### src/rtl/loader_pkg.sv
// Shared definitions for the serial program loader: defaults, state encoding
// and the frame-length acceptance rule.
package loader_pkg;

  localparam int         LDR_ADDR_W = 10;
  localparam logic [7:0] LDR_HDR    = 8'hA5;

  typedef enum logic [3:0] {
    ST_IDLE    = 4'd0,
    ST_LEN_HI  = 4'd1,
    ST_LEN_LO  = 4'd2,
    ST_DATA_HI = 4'd3,
    ST_DATA_LO = 4'd4,
    ST_WRITE   = 4'd5,
    ST_CHECK   = 4'd6,
    ST_DONE    = 4'd7,
    ST_ERROR   = 4'd8
  } ldr_state_e;

  // A frame must carry at least one word and no more than the memory holds.
  function automatic logic len_ok(input logic [15:0] len, input int aw);
    return (len != 16'd0) && (32'(len) <= (32'd1 << aw));
  endfunction

endpackage

### src/rtl/prog_loader.sv
// Byte-stream program loader: parses HDR/LEN/data/checksum frames, writes
// 16-bit words to external program memory and holds the CPU in reset until a good frame lands.
module prog_loader
  import loader_pkg::*;
#(
  parameter int         ADDR_W = LDR_ADDR_W,
  parameter logic [7:0] HDR    = LDR_HDR
) (
  input  logic              clk,
  input  logic              reset,
  input  logic [7:0]        rx_data,
  input  logic              rx_valid,
  output logic              rx_ready,
  output logic              pm_we,
  output logic [ADDR_W-1:0] pm_addr,
  output logic [15:0]       pm_wdata,
  output logic              cpu_reset,
  output logic              load_done,
  output logic              load_err
);

  ldr_state_e        state_q, state_d;
  logic [ADDR_W:0]   count_q, count_d;
  logic [15:0]       len_q, len_d;
  logic [7:0]        hi_q, hi_d;
  logic [7:0]        csum_q, csum_d;
  logic              rx_ready_q, rx_ready_d;
  logic              pm_we_q, pm_we_d;
  logic [ADDR_W-1:0] pm_addr_q, pm_addr_d;
  logic [15:0]       pm_wdata_q, pm_wdata_d;
  logic              cpu_reset_q, cpu_reset_d;
  logic              load_done_q, load_done_d;
  logic              load_err_q, load_err_d;
  logic              take_s;
  logic              last_word_s;

  assign take_s      = rx_valid && rx_ready_q;
  assign last_word_s = ((32'(count_q) + 32'd1) == 32'(len_q));

  // Next-state and next-output computation for the frame parser.
  always_comb begin
    state_d     = state_q;
    count_d     = count_q;
    len_d       = len_q;
    hi_d        = hi_q;
    csum_d      = csum_q;
    pm_addr_d   = pm_addr_q;
    pm_wdata_d  = pm_wdata_q;
    cpu_reset_d = cpu_reset_q;
    load_done_d = load_done_q;
    load_err_d  = load_err_q;
    case (state_q)
      ST_IDLE, ST_DONE, ST_ERROR: begin
        if (take_s && (rx_data == HDR)) begin
          state_d     = ST_LEN_HI;
          load_done_d = 1'b0;
          load_err_d  = 1'b0;
          cpu_reset_d = 1'b1;
          count_d     = '0;
          csum_d      = 8'h00;
        end else begin
          state_d = state_q;
        end
      end
      ST_LEN_HI: begin
        if (take_s) begin
          len_d   = {rx_data, 8'h00};
          state_d = ST_LEN_LO;
        end else begin
          state_d = state_q;
        end
      end
      ST_LEN_LO: begin
        if (take_s) begin
          len_d = {len_q[15:8], rx_data};
          if (len_ok({len_q[15:8], rx_data}, ADDR_W)) begin
            state_d = ST_DATA_HI;
          end else begin
            state_d     = ST_ERROR;
            load_err_d  = 1'b1;
            cpu_reset_d = 1'b1;
          end
        end else begin
          state_d = state_q;
        end
      end
      ST_DATA_HI: begin
        if (take_s) begin
          hi_d    = rx_data;
          csum_d  = csum_q ^ rx_data;
          state_d = ST_DATA_LO;
        end else begin
          state_d = state_q;
        end
      end
      ST_DATA_LO: begin
        // Word and address are staged here so they are registered exactly in WRITE.
        if (take_s) begin
          csum_d     = csum_q ^ rx_data;
          pm_wdata_d = {hi_q, rx_data};
          pm_addr_d  = count_q[ADDR_W-1:0];
          state_d    = ST_WRITE;
        end else begin
          state_d = state_q;
        end
      end
      ST_WRITE: begin
        count_d = count_q + 1'b1;
        if (last_word_s) begin
          state_d = ST_CHECK;
        end else begin
          state_d = ST_DATA_HI;
        end
      end
      ST_CHECK: begin
        if (take_s) begin
          if (rx_data == csum_q) begin
            state_d     = ST_DONE;
            load_done_d = 1'b1;
            cpu_reset_d = 1'b0;
          end else begin
            state_d     = ST_ERROR;
            load_err_d  = 1'b1;
            cpu_reset_d = 1'b1;
          end
        end else begin
          state_d = state_q;
        end
      end
      default: begin
        state_d = ST_IDLE;
      end
    endcase
    pm_we_d    = (state_d == ST_WRITE);
    rx_ready_d = (state_d != ST_WRITE);
  end

  // State and registered-output flops.
  always_ff @(posedge clk or posedge reset) begin
    if (reset) begin
      state_q     <= ST_IDLE;
      count_q     <= '0;
      len_q       <= 16'h0000;
      hi_q        <= 8'h00;
      csum_q      <= 8'h00;
      rx_ready_q  <= 1'b1;
      pm_we_q     <= 1'b0;
      pm_addr_q   <= '0;
      pm_wdata_q  <= 16'h0000;
      cpu_reset_q <= 1'b1;
      load_done_q <= 1'b0;
      load_err_q  <= 1'b0;
    end else begin
      state_q     <= state_d;
      count_q     <= count_d;
      len_q       <= len_d;
      hi_q        <= hi_d;
      csum_q      <= csum_d;
      rx_ready_q  <= rx_ready_d;
      pm_we_q     <= pm_we_d;
      pm_addr_q   <= pm_addr_d;
      pm_wdata_q  <= pm_wdata_d;
      cpu_reset_q <= cpu_reset_d;
      load_done_q <= load_done_d;
      load_err_q  <= load_err_d;
    end
  end

  assign rx_ready  = rx_ready_q;
  assign pm_we     = pm_we_q;
  assign pm_addr   = pm_addr_q;
  assign pm_wdata  = pm_wdata_q;
  assign cpu_reset = cpu_reset_q;
  assign load_done = load_done_q;
  assign load_err  = load_err_q;

endmodule

### config.mk
export PLATFORM = sky130hd
export DESIGN_NAME = prog_loader
export DESIGN_NICKNAME = d
export VERILOG_FILES = /design/src/rtl/loader_pkg.sv /design/src/rtl/prog_loader.sv
export SDC_FILE = /design/constraint.sdc
export NUM_CORES = 1
export LEC_CHECK = 0
export ABC_AREA = 1
export CORE_ASPECT_RATIO = 1.1
export CORE_MARGIN = 10
export CORE_UTILIZATION = 56
export CTS_CLUSTER_DIAMETER = 80
export CTS_CLUSTER_SIZE = 10
export DETAILED_ROUTE_END_ITERATION = 16
export PLACE_DENSITY = 0.79
export REMOVE_ABC_BUFFERS = 1
export SETUP_SLACK_MARGIN = 0.1
export SKIP_CTS_REPAIR_TIMING = 1
export SYNTH_ARGS = -nofsm -noshare
export SYNTH_HDL_FRONTEND = slang
export SYNTH_SLANG_ARGS = --single-unit
### constraint.sdc
create_clock -name clk -period 3.5 [get_ports clk]
set_clock_uncertainty 0.2 [all_clocks]
set_input_delay 0.875 -clock clk [delete_from_list [all_inputs] [get_ports clk]]
set_output_delay 0.875 -clock clk [all_outputs]
set_load 0.01 [all_outputs]
# After elaboration in Yosys (flattened, before gate mapping)
# Cells that the tools add are included.
[classes] add_sub_neg=2 order_cmp=1 n_eq_ne=21 n_mux=31 bitwise=2 n_reduce_logical=21
[ops] op="4-bit 2-to-1 mux" count=8
[ops] op="16-bit case mux with 2 select lines" count=1
[ops] op="4-bit case mux with 7 select lines" count=1
[ops] op="8-bit 2-to-1 mux" count=3
[ops] op="11-bit case mux with 2 select lines" count=1
[ops] op="4-bit by 3-bit == test with 1-bit output, second input constant" count=5
[ops] op="12-bit by 16-bit == test with 1-bit output" count=1
[ops] op="16-bit by 11-bit less-or-equal comparator with 1-bit output, second input constant" count=1
[ops] op="16-bit 2-to-1 mux" count=1
[ops] op="8-bit case mux with 2 select lines" count=1
[ops] op="16-bit nonzero test" count=1
[ops] op="2-bit inequality test, second input constant" count=7
[ops] op="11-bit by 1-bit adder with 12-bit output, second input constant" count=1
[ops] op="11-bit by 1-bit adder with 11-bit output, second input constant" count=1
[ops] op="11-bit 2-to-1 mux" count=1
[ops] op="1-bit 2-to-1 mux" count=10
[ops] op="3-bit AND reduction" count=3
[ops] op="4-bit by 2-bit == test with 1-bit output, second input constant" count=2
[ops] op="8-bit == test" count=1
[ops] op="8-bit == test, second input constant" count=1
[ops] op="2-bit nonzero test" count=4
[ops] op="8-bit bitwise XOR" count=1
[ops] op="1-bit case mux with 3 select lines" count=2
[ops] op="2-bit AND reduction" count=3
[ops] op="15 further kinds" count=17
[totals] ff_bits=78 inputBits=11 output_inout_bits=31 elab_cells=91

# Longest topological paths before layout
# Gate-level depths: netlist of the first run.
[logic_depth] word_depth=6 mapped_depth=13 mapped_depth_nobuf=13

# Least setup slack after synthesis of the first run
# Ideal clock, no wire load.
[synth_timing] path_kind="input to register" startpoint="in rx_valid" endpoint="reg load_err_q, in the netlist load_err" setup_time_ns=0.118 arrival_ns=1.750 required_time_ns=3.182 setup_slack_ns=1.431 path_stages=9 cell_sequence="nand2_2 nor3_1 nand3_1 nand2_2 nand2_1 nor2_2 nand3_1 nand2_1 nand2_1"
[synth_between] elab_chain_len=4 word_cells_on_any_way=6 classes_between="3 x eq/ne; 3 x reduce/logical"
[synth_lines] item="start, declared" line_no="prog_loader.sv:12" source="input logic rx_valid,"
[synth_lines] item="1-bit logical AND *" line_no="prog_loader.sv:37" source="assign take_s = rx_valid && rx_ready_q;"
[synth_lines] item="1-bit logical AND" line_no="prog_loader.sv:54" source="if (take_s && (rx_data == HDR)) begin"
[synth_lines] item="2-bit inequality test (no source line)"
[synth_lines] item="6-bit AND reduction (no source line) *"
[synth_lines] item="end signal, assigned" line_no="prog_loader.sv:165" source="load_err_q <= load_err_d;"
[synth_lines] item="end, declared" line_no="prog_loader.sv:33" source="logic load_err_q, load_err_d;"
# Mark *: on every way between the ends. The rest lies on a longest branch, timed or not.
# A chain may end at the register's enable or synchronous reset.

# Final worst setup path of the first run
[layout_timing] startpoint="reg rx_ready_q, in the netlist rx_ready" endpoint="out rx_ready"
[layout_rtl] item="start, declared" line_no="prog_loader.sv:27" source="logic rx_ready_q, rx_ready_d;"
[layout_rtl] item="start signal, assigned" line_no="prog_loader.sv:159" source="rx_ready_q <= rx_ready_d;"
[layout_rtl] item="end, declared" line_no="prog_loader.sv:13" source="output logic rx_ready,"
# No word-level cell between the ends.

==> flow_summary.yaml, run 1 <==
status:
  status: "complete, no violations"
cts:
  clock-sinks: 78
  clockBufferDepth: 2
  cts_buffers: 9
  cts_tree: "yes"
  cts.clk_slew.worst_paths_ns: 0.08
  cts-htree-levels: 3
  clk_latency_ns: 0.35
  cts_root_buf: "clkbuf_8"
place:
  dp_slack_ns: 0.704
  port_buffers: 41
  dp_hpwl_um: 6650
  dpl-instance-area_um2: 4360
  gp_congestion: 0.893
  dp_cells: 592
drt:
  vias: 3317
  drc: 0
  routed_wirelength_um: 9070
  wire_per_inst_um: 14.9
  drt_iter0_drc: 238
  first_pass_iters: 5
  antenna_left: 0
  viasPerCell: 5.46
timing:
  min_period_ns: 2.50
  rsz0062_at_grt: "no"
  tns_ns: 0
  fmax_ghz: 0.400
  setup_viol: 0
  finalCritPeriodShare_pct: 71.4
  max-slew-margin-rel_pct: 51.8
  setup_slack_ns: 1.00
  drv_slew: 0
  worst_slew_pin_slew_ns: 0.722
  whs_ns: 0.268
  hold_viol_final: 0
global_routing:
  grtUsageMet3_pct: 4.24
  grt-ovfl-total: 0
  use_met2_pct: 28.6
  grt_use_met1_pct: 22.3
  antenna_found_initial: 0
  top_usage_layer: "met2"
  grt_pass1_vias: 3479
  grt_max_degree: 50
  grt_pass1_wl_um: 15800
  grt_usage_pct: 18.0
finish:
  final_common_cell: "nand2_1"
  area_delta_synth_final_pct: 18.5
  utilization_pct: 68.7
  antenna_cells: 0
  final_cell_mix: "nand2_1 (143), dfrtp_1 (76), inv_1 (47)"
  n_fill_cell: 558
  final_cells: 608
  finalInstanceArea_um2: 4560
  nets: 533
  layout-drive-gt1-share_pct: 10.8
die:
  io_pins: 42
  core_area_um2: 6630
  die_width_um: 99.0
  row_count: 31
  fp.dieH_um: 107
  initial_utilization_pct: 58.0
  dieArea_um2: 10600
critical_path:
  cp_max_fo: 2
  cp.required_ns: 2.42
  path_depth: 1
  rr_worst_depth: 13
  reg2reg_to: "state_q[0]"
  crit_family: "flip-flops"
  start_kind: "flop"
  slowest_stage: "dfstp_2"
  critPathArrivalTime_ns: 1.42
  criticalPathCategory: "reg2out"
  regToRegSetupSlack_ns: 1.43
  crit_buf_inv: 1
  crit_chain: "clkdlybuf4s50_1"
  crit_path_end_kind: "primary output"
  slowest_delay_ns: 0.54
  r2r_start: "count_q[1]"
power:
  p_leak_nw: 2.24
  power_mw: 4.08
  power_density_nw_per_um2: 895
  peakVddDrop_mv: 0.506
job:
  maxCapViolCount: 0
min_path:
  whs_path_depth: 2
  worstHoldStart: "cpu_reset"
  hold_class: "reg2reg"
  whs_endpoint: "cpu_reset"
synth:
  syn-cell-area_um2: 3840
  synth_cells: 473
  syn_area_per_cell_um2: 8.13
  ys_warn_count: 0
  synth_cell_types: 29
  seq_area_frac_synth_pct: 50.8
  synth_seq_cells: 78
-- area by class of cell --
type	instances	area [um^2]	area share, %
flip-flops and latches	78	1950	42.9
multi-input cells	330	1640	35.9
repair buffers	44	445	9.78
inverters	58	218	4.78
clock buffers	12	145	3.19
well taps	82	103	2.25
clock inverters	4	55.1	1.21
-- metal layers --
| layer | part of all wire, % | wire length [um] |
|---|---|---|
| met5 | 0 | 0 |
| met4 | 2.8 | 258 |
| met3 | 6.2 | 561 |
| met2 | 47 | 4230 |
| met1 | 44 | 4020 |
-- cells in the mapped netlist --
cell type    n  share of area [%]
dfstp_2      2                1.4
buf_2        2               0.26
o21ai_0     43                5.6
nand4_2      1               0.33
inv_1       48                4.7
inv_2       10               0.98
nor3_1       5               0.65
nor2_1      29                2.8
a21oi_1      2               0.26
nand3_1     31                4.0
clkbuf_1     4               0.39
nor2_2       7                1.1
xnor2_1      8                1.8
o22ai_1     14                2.3
nor2_8       2                1.0
nand2_1    143                 14
o21ai_4      1               0.42
dfrtp_1     76                 49
nor2_4       2               0.59
o21ai_1     12                1.6
ha_1         1               0.33
nand3b_1     9                1.8
nand2_4      2               0.59
nand3_2      3               0.78
a311oi_1     1               0.23
nand4_1      5               0.81
a21oi_2      1               0.23
buf_6        1               0.29
nand2_2      8                1.3
-- sequential cells by signal (all words and copies together) (netlist names) --
name and count:
load_done 1, load_err 1, cpu_reset 1, state_q 4, pm_addr 10, pm_we 1, len_q 16, csum_q 8
pm_wdata 16, rx_ready 1, hi_q 8, count_q 11
-- worst min-delay path, cell delays in order (launching register included) --
cell and delay (ns):
dfstp_2 0.37, nand2_1 0.05, nand2_1 0.05
-- power by group --
| part | switching [mW] | internal [mW] |
|---|---|---|
| combinational | 1.05 | 0.742 |
| clock | 0.332 | 0.354 |
| sequential | 0.294 | 1.30 |
-- how the worst max path moves through the flow --
stage,from,slack (ns),to
detailed placement,rx_data[2],0.70,load_err
CTS,rx_ready,0.98,rx_ready
global placement,rx_data[0],0.75,load_err
floorplan,reset,0.43,count_q[0]
finish,rx_ready,1.00,rx_ready
global route,rx_data[0],0.93,load_err
-- cells by family (layout without fill, tap and decap cells) --
| group | Yosys count | in the layout | synth area share, % |
|---|---|---|---|
| AND/OR/NAND/NOR | 247 | 247 | 29.8 |
| flip-flops | 78 | 78 | 50.8 |
| AO/OA/AOI/OAI | 74 | 74 | 10.6 |
| buffers and inverters | 65 | 118 | 6.61 |
| XOR/XNOR | 8 | 8 | 1.82 |
| adder cells (fa/ha/maj) | 1 | 1 | 0.325 |
(Power assumes the default switching activity.)
==> inputs of run 2 (changes only) <==
- clock period: 3.5 -> 2.4 ns (I/O delays scaled with it)
==> flow_summary.yaml, run 2 (synthesis gave the netlist of run 1 again) <==
status:
  status: "complete, no violations"
drt:
  viasPerCell: 5.39
  routed_wirelength_um: 9060
  vias: 3321
  drt_iter0_drc: 189
  wire_per_inst_um: 14.7
  antenna_left: 0
  drc: 0
  first_pass_iters: 5
critical_path:
  r2r_start: "count_q[1]"
  crit_path_end_kind: "primary output"
  crit_family: "flip-flops"
  cp-endpoint: "rx_ready"
  cp.required_ns: 1.60
  slowest_stage: "dfstp_2"
  crit_chain: "clkdlybuf4s50_1"
  critPathArrivalTime_ns: 1.45
  cp-startpoint: "rx_ready"
  criticalPathCategory: "reg2out"
  reg2reg_to: "state_q[0]"
  cp_max_fo: 2
  path_depth: 1
  crit_buf_inv: 1
  rr_worst_depth: 13
  regToRegSetupSlack_ns: 0.39
  start_kind: "flop"
  slowest_delay_ns: 0.55
finish:
  final_common_cell: "nand2_1"
  utilization_pct: 69.7
  antenna_cells: 0
  nets: 541
  finalInstanceArea_um2: 4620
  layout-drive-gt1-share_pct: 12.5
  final_cells: 616
  final_cell_mix: "nand2_1 (143), dfrtp_1 (76), inv_1 (47)"
  area_delta_synth_final_pct: 20.2
min_path:
  worstHoldStart: "cpu_reset"
  hold_class: "reg2reg"
global_routing:
  grt_pass1_vias: 3241
  antenna_found_initial: 0
  grtUsageMet3_pct: 5.27
  top_usage_layer: "met2"
  grt_pass1_wl_um: 15200
  grt_usage_pct: 17.4
  grt-ovfl-total: 0
  grt_use_met1_pct: 21.0
  use_met2_pct: 29.2
  grt_max_degree: 79
place:
  dp_cells: 600
  dp_hpwl_um: 6430
  dpl-instance-area_um2: 4420
  gp_congestion: 0.857
  port_buffers: 41
cts:
  cts-htree-levels: 3
  clock-sinks: 78
  cts_buffers: 9
  clk_latency_ns: 0.36
  cts_tree: "yes"
  clockBufferDepth: 2
  cts.clk_slew.worst_paths_ns: 0.09
  cts_root_buf: "clkbuf_8"
die:
  io_pins: 42
  fp.dieH_um: 107
  dieArea_um2: 10600
  die_width_um: 99.0
  initial_utilization_pct: 58.0
  core_area_um2: 6630
  row_count: 31
timing:
  max-slew-margin-rel_pct: 52.8
  fmax_ghz: 0.445
  finalCritPeriodShare_pct: 93.6
  drv_slew: 0
  worst_slew_pin_slew_ns: 0.708
  setup_viol: 0
  tns_ns: 0
  hold_viol_final: 0
  rsz0062_at_grt: "no"
  min_period_ns: 2.25
power:
  power_mw: 6.00
  peakVddDrop_mv: 0.621
  p_leak_nw: 2.28
  power_density_nw_per_um2: 1300
job:
  maxCapViolCount: 0
==> run 2: worst min path at each step <==
stage,to,cells after the start
final,cpu_reset,2
after floorplan,pm_wdata[12],2
after global placement,cpu_reset,2
after detailed placement,cpu_reset,2
after global routing,cpu_reset,2
after CTS,cpu_reset,2
==> run 2: metal layers <==
layer	routed length [um]	up-vias
li1	-	1631
met1	4040	1578
met2	4300	96
met3	595	16
met4	127	0
met5	0	-
==> run 2: power by group <==
group	switching (mW)	internal (mW)	total (mW)	leakage, nW
clock	0.537	0.497	1.03	0.106
combinational	1.53	1.10	2.63	1.19
sequential	0.432	1.90	2.33	0.989
total	2.50	3.50	6.00	2.28
==> run 2: layout make-up <==
| class | count | area [um^2] |
|---|---|---|
| Fill cell | 550 | 2010 |
| Sequential cell | 78 | 1950 |
| Multi-Input combinational cell | 330 | 1640 |
| Timing Repair Buffer | 52 | 505 |
| Inverter | 58 | 218 |
| Clock buffer | 9 | 124 |
| Tap cell | 82 | 103 |
| Clock inverter | 7 | 81.3 |
==> run 2: through the flow <==
stage	setup WS [ns]	hold slack, ns
2_1_floorplan	-0.392	0.249
3_3_place_gp	-0.0157	0.254
3_5_place_dp	-0.0828	0.251
4_1_cts	0.140	0.276
5_1_grt	0.126	0.293
6_report	0.155	0.278
==> inputs of run 3 (changes only) <==
- CTS_CLUSTER_DIAMETER: 80 -> 100
==> results of run 3 <==
Same layout as run 2: the final DEF is identical, and so are final timing and power.
